`src/rtl/alu_iter_exec.sv`:
```
// Multi-cycle ALU execute unit: single-cycle arithmetic/logic and one-bit-per-cycle shifts,
// with valid/ready handshakes on both sides. Encodings shared with the decoder live in the package.
package alu_iter_exec_pkg;
  typedef enum logic [3:0] {
    ALU_ADD  = 4'd0,
    ALU_SUB  = 4'd1,
    ALU_AND  = 4'd2,
    ALU_OR   = 4'd3,
    ALU_XOR  = 4'd4,
    ALU_SLT  = 4'd5,
    ALU_SLTU = 4'd6,
    ALU_SLL  = 4'd7,
    ALU_SRL  = 4'd8,
    ALU_SRA  = 4'd9
  } alu_op_e;

  typedef enum logic [2:0] {
    ALU_SRC_REG  = 3'd0,
    ALU_SRC_PC   = 3'd1,
    ALU_SRC_ZERO = 3'd2,
    ALU_SRC_IMM  = 3'd3,
    ALU_SRC_FOUR = 3'd4
  } alu_src_e;
endpackage

module alu_iter_exec
  import alu_iter_exec_pkg::*;
#(
  parameter int XLEN = 32
) (
  input  logic            clk,
  input  logic            rst_n,
  input  logic            flush,
  input  logic            in_valid,
  output logic            in_ready,
  input  logic [3:0]      in_op,
  input  logic [2:0]      in_src_a,
  input  logic [2:0]      in_src_b,
  input  logic [XLEN-1:0] in_rs1,
  input  logic [XLEN-1:0] in_rs2,
  input  logic [XLEN-1:0] in_pc,
  input  logic [XLEN-1:0] in_imm,
  output logic            out_valid,
  input  logic            out_ready,
  output logic [XLEN-1:0] out_result,
  output logic            out_illegal,
  output logic            busy
);
  localparam int SHW = $clog2(XLEN);

  typedef enum logic [1:0] {S_IDLE, S_SHIFT, S_DONE} state_e;
  localparam logic [1:0] SK_SLL = 2'd0, SK_SRL = 2'd1, SK_SRA = 2'd2;

  state_e          state_q, state_d;
  logic [XLEN-1:0] res_q, res_d;
  logic [SHW-1:0]  cnt_q, cnt_d;
  logic [1:0]      kind_q, kind_d;
  logic            ill_q, ill_d;

  logic [XLEN-1:0] op_a, op_b, alu_res, step_res;
  logic            ill_a, ill_b, ill_op, is_shift;
  logic [1:0]      kind_in;
  logic [SHW-1:0]  shamt;

  always_comb begin
    op_a  = '0;
    ill_a = 1'b0;
    case (in_src_a)
      ALU_SRC_REG:  op_a = in_rs1;
      ALU_SRC_PC:   op_a = in_pc;
      ALU_SRC_ZERO: op_a = '0;
      default:      ill_a = 1'b1;
    endcase

    op_b  = '0;
    ill_b = 1'b0;
    case (in_src_b)
      ALU_SRC_REG:  op_b = in_rs2;
      ALU_SRC_IMM:  op_b = in_imm;
      ALU_SRC_FOUR: op_b = XLEN'(4);
      default:      ill_b = 1'b1;
    endcase
  end

  assign shamt = op_b[SHW-1:0];

  // Shifts never use a barrel shifter; a zero-amount shift simply returns A.
  always_comb begin
    alu_res  = '0;
    ill_op   = 1'b0;
    is_shift = 1'b0;
    kind_in  = SK_SLL;
    case (in_op)
      ALU_ADD:  alu_res = op_a + op_b;
      ALU_SUB:  alu_res = op_a - op_b;
      ALU_AND:  alu_res = op_a & op_b;
      ALU_OR:   alu_res = op_a | op_b;
      ALU_XOR:  alu_res = op_a ^ op_b;
      ALU_SLT:  alu_res = XLEN'($signed(op_a) < $signed(op_b));
      ALU_SLTU: alu_res = XLEN'(op_a < op_b);
      ALU_SLL:  begin is_shift = 1'b1; kind_in = SK_SLL; alu_res = op_a; end
      ALU_SRL:  begin is_shift = 1'b1; kind_in = SK_SRL; alu_res = op_a; end
      ALU_SRA:  begin is_shift = 1'b1; kind_in = SK_SRA; alu_res = op_a; end
      default:  ill_op = 1'b1;
    endcase
  end

  always_comb begin
    step_res = {res_q[XLEN-2:0], 1'b0};
    case (kind_q)
      SK_SRL:  step_res = {1'b0, res_q[XLEN-1:1]};
      SK_SRA:  step_res = {res_q[XLEN-1], res_q[XLEN-1:1]};
      default: step_res = {res_q[XLEN-2:0], 1'b0};
    endcase
  end

  always_comb begin
    state_d = state_q;
    res_d   = res_q;
    cnt_d   = cnt_q;
    kind_d  = kind_q;
    ill_d   = ill_q;
    case (state_q)
      S_IDLE: begin
        if (in_valid) begin
          ill_d  = ill_a | ill_b | ill_op;
          kind_d = kind_in;
          res_d  = alu_res;
          if (is_shift && shamt != '0) begin
            cnt_d   = shamt;
            state_d = S_SHIFT;
          end else begin
            state_d = S_DONE;
          end
        end
      end
      S_SHIFT: begin
        res_d = step_res;
        cnt_d = cnt_q - SHW'(1);
        if (cnt_q == SHW'(1)) state_d = S_DONE;
      end
      S_DONE: begin
        if (out_ready) begin
          state_d = S_IDLE;
          ill_d   = 1'b0;
        end
      end
      default: state_d = S_IDLE;
    endcase
    // Flush wins over both accept and output transfer.
    if (flush) begin
      state_d = S_IDLE;
      ill_d   = 1'b0;
    end
  end

  always_ff @(posedge clk or negedge rst_n) begin
    if (!rst_n) begin
      state_q <= S_IDLE;
      res_q   <= '0;
      cnt_q   <= '0;
      kind_q  <= SK_SLL;
      ill_q   <= 1'b0;
    end else begin
      state_q <= state_d;
      res_q   <= res_d;
      cnt_q   <= cnt_d;
      kind_q  <= kind_d;
      ill_q   <= ill_d;
    end
  end

  assign in_ready    = (state_q == S_IDLE);
  assign out_valid   = (state_q == S_DONE);
  assign busy        = (state_q != S_IDLE);
  assign out_result  = res_q;
  assign out_illegal = ill_q;
endmodule

```
`config.mk`:
```
export PLATFORM = sky130hd
export DESIGN_NAME = alu_iter_exec
export DESIGN_NICKNAME = d
export VERILOG_FILES = /design/src/rtl/alu_iter_exec.sv
export SDC_FILE = /design/constraint.sdc
export NUM_CORES = 1
export LEC_CHECK = 0
export ABC_AREA = 0
export CAP_MARGIN = 20
export CORE_UTILIZATION = 54
export CTS_BUF_LIST = sky130_fd_sc_hd__clkbuf_8
export DETAILED_ROUTE_END_ITERATION = 6
export PLACE_DENSITY = 0.84
export SLEW_MARGIN = 0
export SYNTH_ARGS = -nofsm -noshare
export SYNTH_HDL_FRONTEND = slang
export SYNTH_SLANG_ARGS = --single-unit
```
`constraint.sdc`:
```
create_clock -name clk -period 2.59 [get_ports clk]
set_input_delay 0.3885 -clock clk [delete_from_list [all_inputs] [get_ports clk]]
set_output_delay 0.3885 -clock clk [all_outputs]
set_load 0.01 [all_outputs]
```
==> out/metrics.csv, run 1 <==
metric,value,unit
top_reg_cell synth,dfrtp_1,
Resized cells post-CTS,275,
Halt Stage,clock tree synthesis (4_1_cts),
RD Place Congestion,1.20,
top post-synthesis cells by area,"ha_1, dfrtp_1, a21oi_1, a22oi_1, o21ai_0",
Setup Buffers After CTS,91,
Post-synth EDFFs,0,
Err,"[ERROR DPL-0038] Utilization greater than 100%, impossible to legalize",
"count leader, synth",a21oi_1,
outcome,did not finish,
initial core utilization,0.553,
register area share after synthesis,0.126,
Die Width,127,um
I/O Buffers,178,
Rows,45,
Cells after Synth,1187,
Syn Std Cell Area,8370,um^2
cell taking the most area after synthesis,ha_1,
# IOs,179,
CTS buffer count,5,
Root Buffer,clkbuf_8,
H-tree lvl count,2,
Place WS,-1.69,ns
post-synth top area share,0.155,
"FFs w/ async S/R, synth",1.00,
TritonCTS Sinks,42,
Synth cell types,80,
commonest cells in the netlist,"a21oi_1, ha_1, inv_1",
CTS Buffer Depth,2,
number of warning messages in the yosys log,0,
Syn Nets,1436,
flop and latch count out of synthesis,42,
HPWL after DPL,32000,um
Post-CTS Hold Buffers,0,
die height,127,um
Mean Syn Cell Area,7.05,um^2
[cells by family after synthesis]
family | Yosys count | synth area share
simple gates | 320 | 0.183
buf+inv | 191 | 0.0879
flops | 42 | 0.126
fa+ha+maj | 106 | 0.160
xor+xnor | 9 | 0.00941
mux | 7 | 0.00867
compound gates | 512 | 0.425
[per-stage QoR]
step	std cells	instance area (um^2)	utilization
3_5_place_dp	1835	13200	0.874
3_3_place_gp	1835	13200	0.874
2_1_floorplan	1187	8730	-
==> run 2, diff against run 1 <==
--- a/config.mk
+++ b/config.mk
@@ -7,10 +7,9 @@
 export LEC_CHECK = 0
 export ABC_AREA = 0
 export CAP_MARGIN = 20
-export CORE_UTILIZATION = 54
-export CTS_BUF_LIST = sky130_fd_sc_hd__clkbuf_8
+export CORE_UTILIZATION = 40
 export DETAILED_ROUTE_END_ITERATION = 6
-export PLACE_DENSITY = 0.84
+export PLACE_DENSITY_LB_ADDON = 0.15
 export SLEW_MARGIN = 0
 export SYNTH_ARGS = -nofsm -noshare
 export SYNTH_HDL_FRONTEND = slang
==> run 2 against run 1 <==
Synthesized cell count unchanged. Synthesized area unchanged. The flow now finishes, with violations (setup timing).
==> out/metrics.csv, run 2 <==
metric,value,unit
outcome,"finished, violations left",
failing checks,setup timing,
Routed WL,46300,um
Worst setup SP type,input pin,
Vias,12500,
Internal,2.76,mW
Max IR drop VDD,281,uV
Syn Nets,1436,
# DRC,0,
clk_skew,0.00530,ns
crit end category,flip-flop,
Final period util,1.37,
global-route wire length before repair,68400,um
WS Path Type,input pin to flip-flop,
worst skew pair latency,0.30,ns
r2r endpoint,out_result[17]$_DFFE_PN0P_,
"commonest non-fill, non-tap cell in the layout",buf_4,
Layout fillers,1470,
setup ws final,-0.965,ns
drt via density,6.14,
top post-synthesis cells by area,"ha_1, dfrtp_1, a21oi_1, a22oi_1, o21ai_0",
Post-synth EDFFs,0,
CTS tree,built,
Net Sw Frac,0.427,
arrival time worst endpoint,3.80,ns
core area,20400,um^2
flop and latch count out of synthesis,42,
"count leader, synth",a21oi_1,
clock power share,0.142,
Rows,52,
grt total ovfl,0,
Reg power frac,0.186,
Die Width,147,um
RSZ-0062 raised after global routing,true,
antenna violation net count after detailed routing,0,
antenna violations before repair,1,
Syn Std Cell Area,8370,um^2
commonest cells in the netlist,"a21oi_1, ha_1, inv_1",
HPWL after DPL,33600,um
Leakage,7.19,nW
Setup-failing EPs final,30,
Root Buffer,clkbuf_16,
worst-path fanout max,6,
worst min-delay path category,input pin to asynchronous set/reset pin,
Cells after Synth,1187,
vias in the first global route,12000,
reg2reg path depth,10,
minimum clock period,3.56,ns
top_reg_cell synth,dfrtp_1,
RD Place Congestion,1.03,
drt wl/cell,22.7,um
Mean Syn Cell Area,7.05,um^2
I/O Buffers,178,
post-route cell area,15800,um^2
"FFs w/ async S/R, synth",1.00,
pwr/cell area,305,nW/um^2
die height,147,um
H-tree lvl count,2,
max reg flops,32,
R2R Path Start,kind_q[0]$_DFFE_PN0P_,
CTS Buffer Depth,2,
Rel. slew slack,0.640,
most frequent cells in the layout,"buf_4, clkdlybuf4s50_1, inv_1",
Slew Limit Fails,0,
worst path required time,2.83,ns
cell taking the most area after synthesis,ha_1,
"reg-to-reg slack, setup",0.23,ns
Syn-to-layout area delta,88.6,%
die area,21500,um^2
Place WS,-1.72,ns
Iter 0 DRT Violations,1214,
post-synth top area share,0.155,
drt first pass iters,5,
area post-placement,13700,um^2
CTS buffer count,5,
Fin. Hold Viols,0,
# IOs,179,
Max Clk Rate,281,MHz
Synth cell types,80,
TritonCTS Sinks,42,
largest net degree at the start of global routing,36,
Nets,2015,
Logic pwr share,0.672,
Worst-Margin Slew,0.526,ns
Worst-path clk slew,0.07,ns
initial core utilization,0.411,
number of warning messages in the yosys log,0,
register area share after synthesis,0.126,
GRT Total Usage,0.410,
sw power,2.05,mW
layout cells sized above 1,0.414,
Max-cap violations,0,
run 2: cell counts after synthesis:
No cell type changed its count.
run 2: worst max-delay path: stages:
cell and delay [ns]:
buf_8 0.10, buf_6 0.11, nor3_4 0.20, buf_12 0.14, buf_12 0.13, a22oi_2 0.09, buf_4 0.17, ha_4 0.16
buf_6 0.11, fa_2 0.36, nor2b_4 0.16, o2111ai_4 0.16, a211oi_2 0.30, a31oi_2 0.15, o21a_2 0.25, o21a_1 0.21
o221a_2 0.24, o21ai_2 0.17, o221a_2 0.19
run 2: repair_timing:
item | 4_1_cts | 5_1_grt
resized for setup | 197 | 138
hold endpoints to repair | 7 | 0
setup endpoints to repair | 32 | 32
pin swaps | 87 | 75
cloned | 2 | 0
hold buffers | 1 | 0
setup buffers | 60 | 36
run 2: cell families after synthesis:
kind of cell,count (synthesis),synth area share
buf+inv,191,0.0879
compound gates,512,0.425
mux,7,0.00867
xor+xnor,9,0.00941
fa+ha+maj,106,0.160
flops,42,0.126
simple gates,320,0.183
run 2: routing by layer:
metal / share of wire / global-route usage
met5: 0 / 0
met2: 0.45 / 0.654
met3: 0.11 / 0.0594
met4: 0.041 / 0.158
met1: 0.40 / 0.554
run 2: layout make-up:
| class | count | area, um^2 | area share |
|---|---|---|---|
| antenna | 1 | 2.50 | 0.000158 |
| clock buffer | 5 | 125 | 0.00792 |
| clock inverter | 3 | 21.3 | 0.00135 |
| inverter | 105 | 405 | 0.0257 |
| multi-input combinational | 954 | 8000 | 0.507 |
| sequential | 42 | 1050 | 0.0665 |
| tap | 270 | 338 | 0.0214 |
| timing repair buffer | 658 | 5850 | 0.370 |
run 2: worst max path at each step:
stage	from	end	slack (ns)
2_1_floorplan	in_src_a[0]	out_result[15]$_DFFE_PN0P_	-0.79
3_3_place_gp	in_src_b[1]	out_result[17]$_DFFE_PN0P_	-1.71
3_5_place_dp	in_src_a[2]	out_result[29]$_DFFE_PN0P_	-1.72
4_1_cts	in_src_a[2]	out_result[20]$_DFFE_PN0P_	-0.85
5_1_grt	in_src_a[2]	out_result[26]$_DFFE_PN0P_	-1.06
6_report	in_src_a[2]	out_result[20]$_DFFE_PN0P_	-0.97
run 2: stage by stage:
step | utilization | hold WS [ns] | instances | setup TNS, ns | total power, mW
detailed placement | 0.674 | 0.245 | 1958 | -44.94 | 3.58
floorplan | - | 0.0929 | 1187 | -16.45 | 2.11
global route | 0.775 | 0.476 | 2037 | -24.77 | 5.01
CTS | 0.744 | 0.485 | 2021 | -19.83 | 4.53
finish | 0.776 | 0.470 | 2038 | -21.75 | 4.81
global placement | 0.674 | 0.241 | 1958 | -43.21 | 3.54
run 2: power by group through the flow:
stage	Combinational, mW	Clock (mW)	Sequential (mW)
after floorplan	1.24	0	0.877
after global placement	2.65	0	0.896
after detailed placement	2.68	0	0.896
after CTS	2.97	0.669	0.884
after global routing	3.40	0.706	0.903
final	3.23	0.683	0.897
Power figures use the tool's default switching activity.
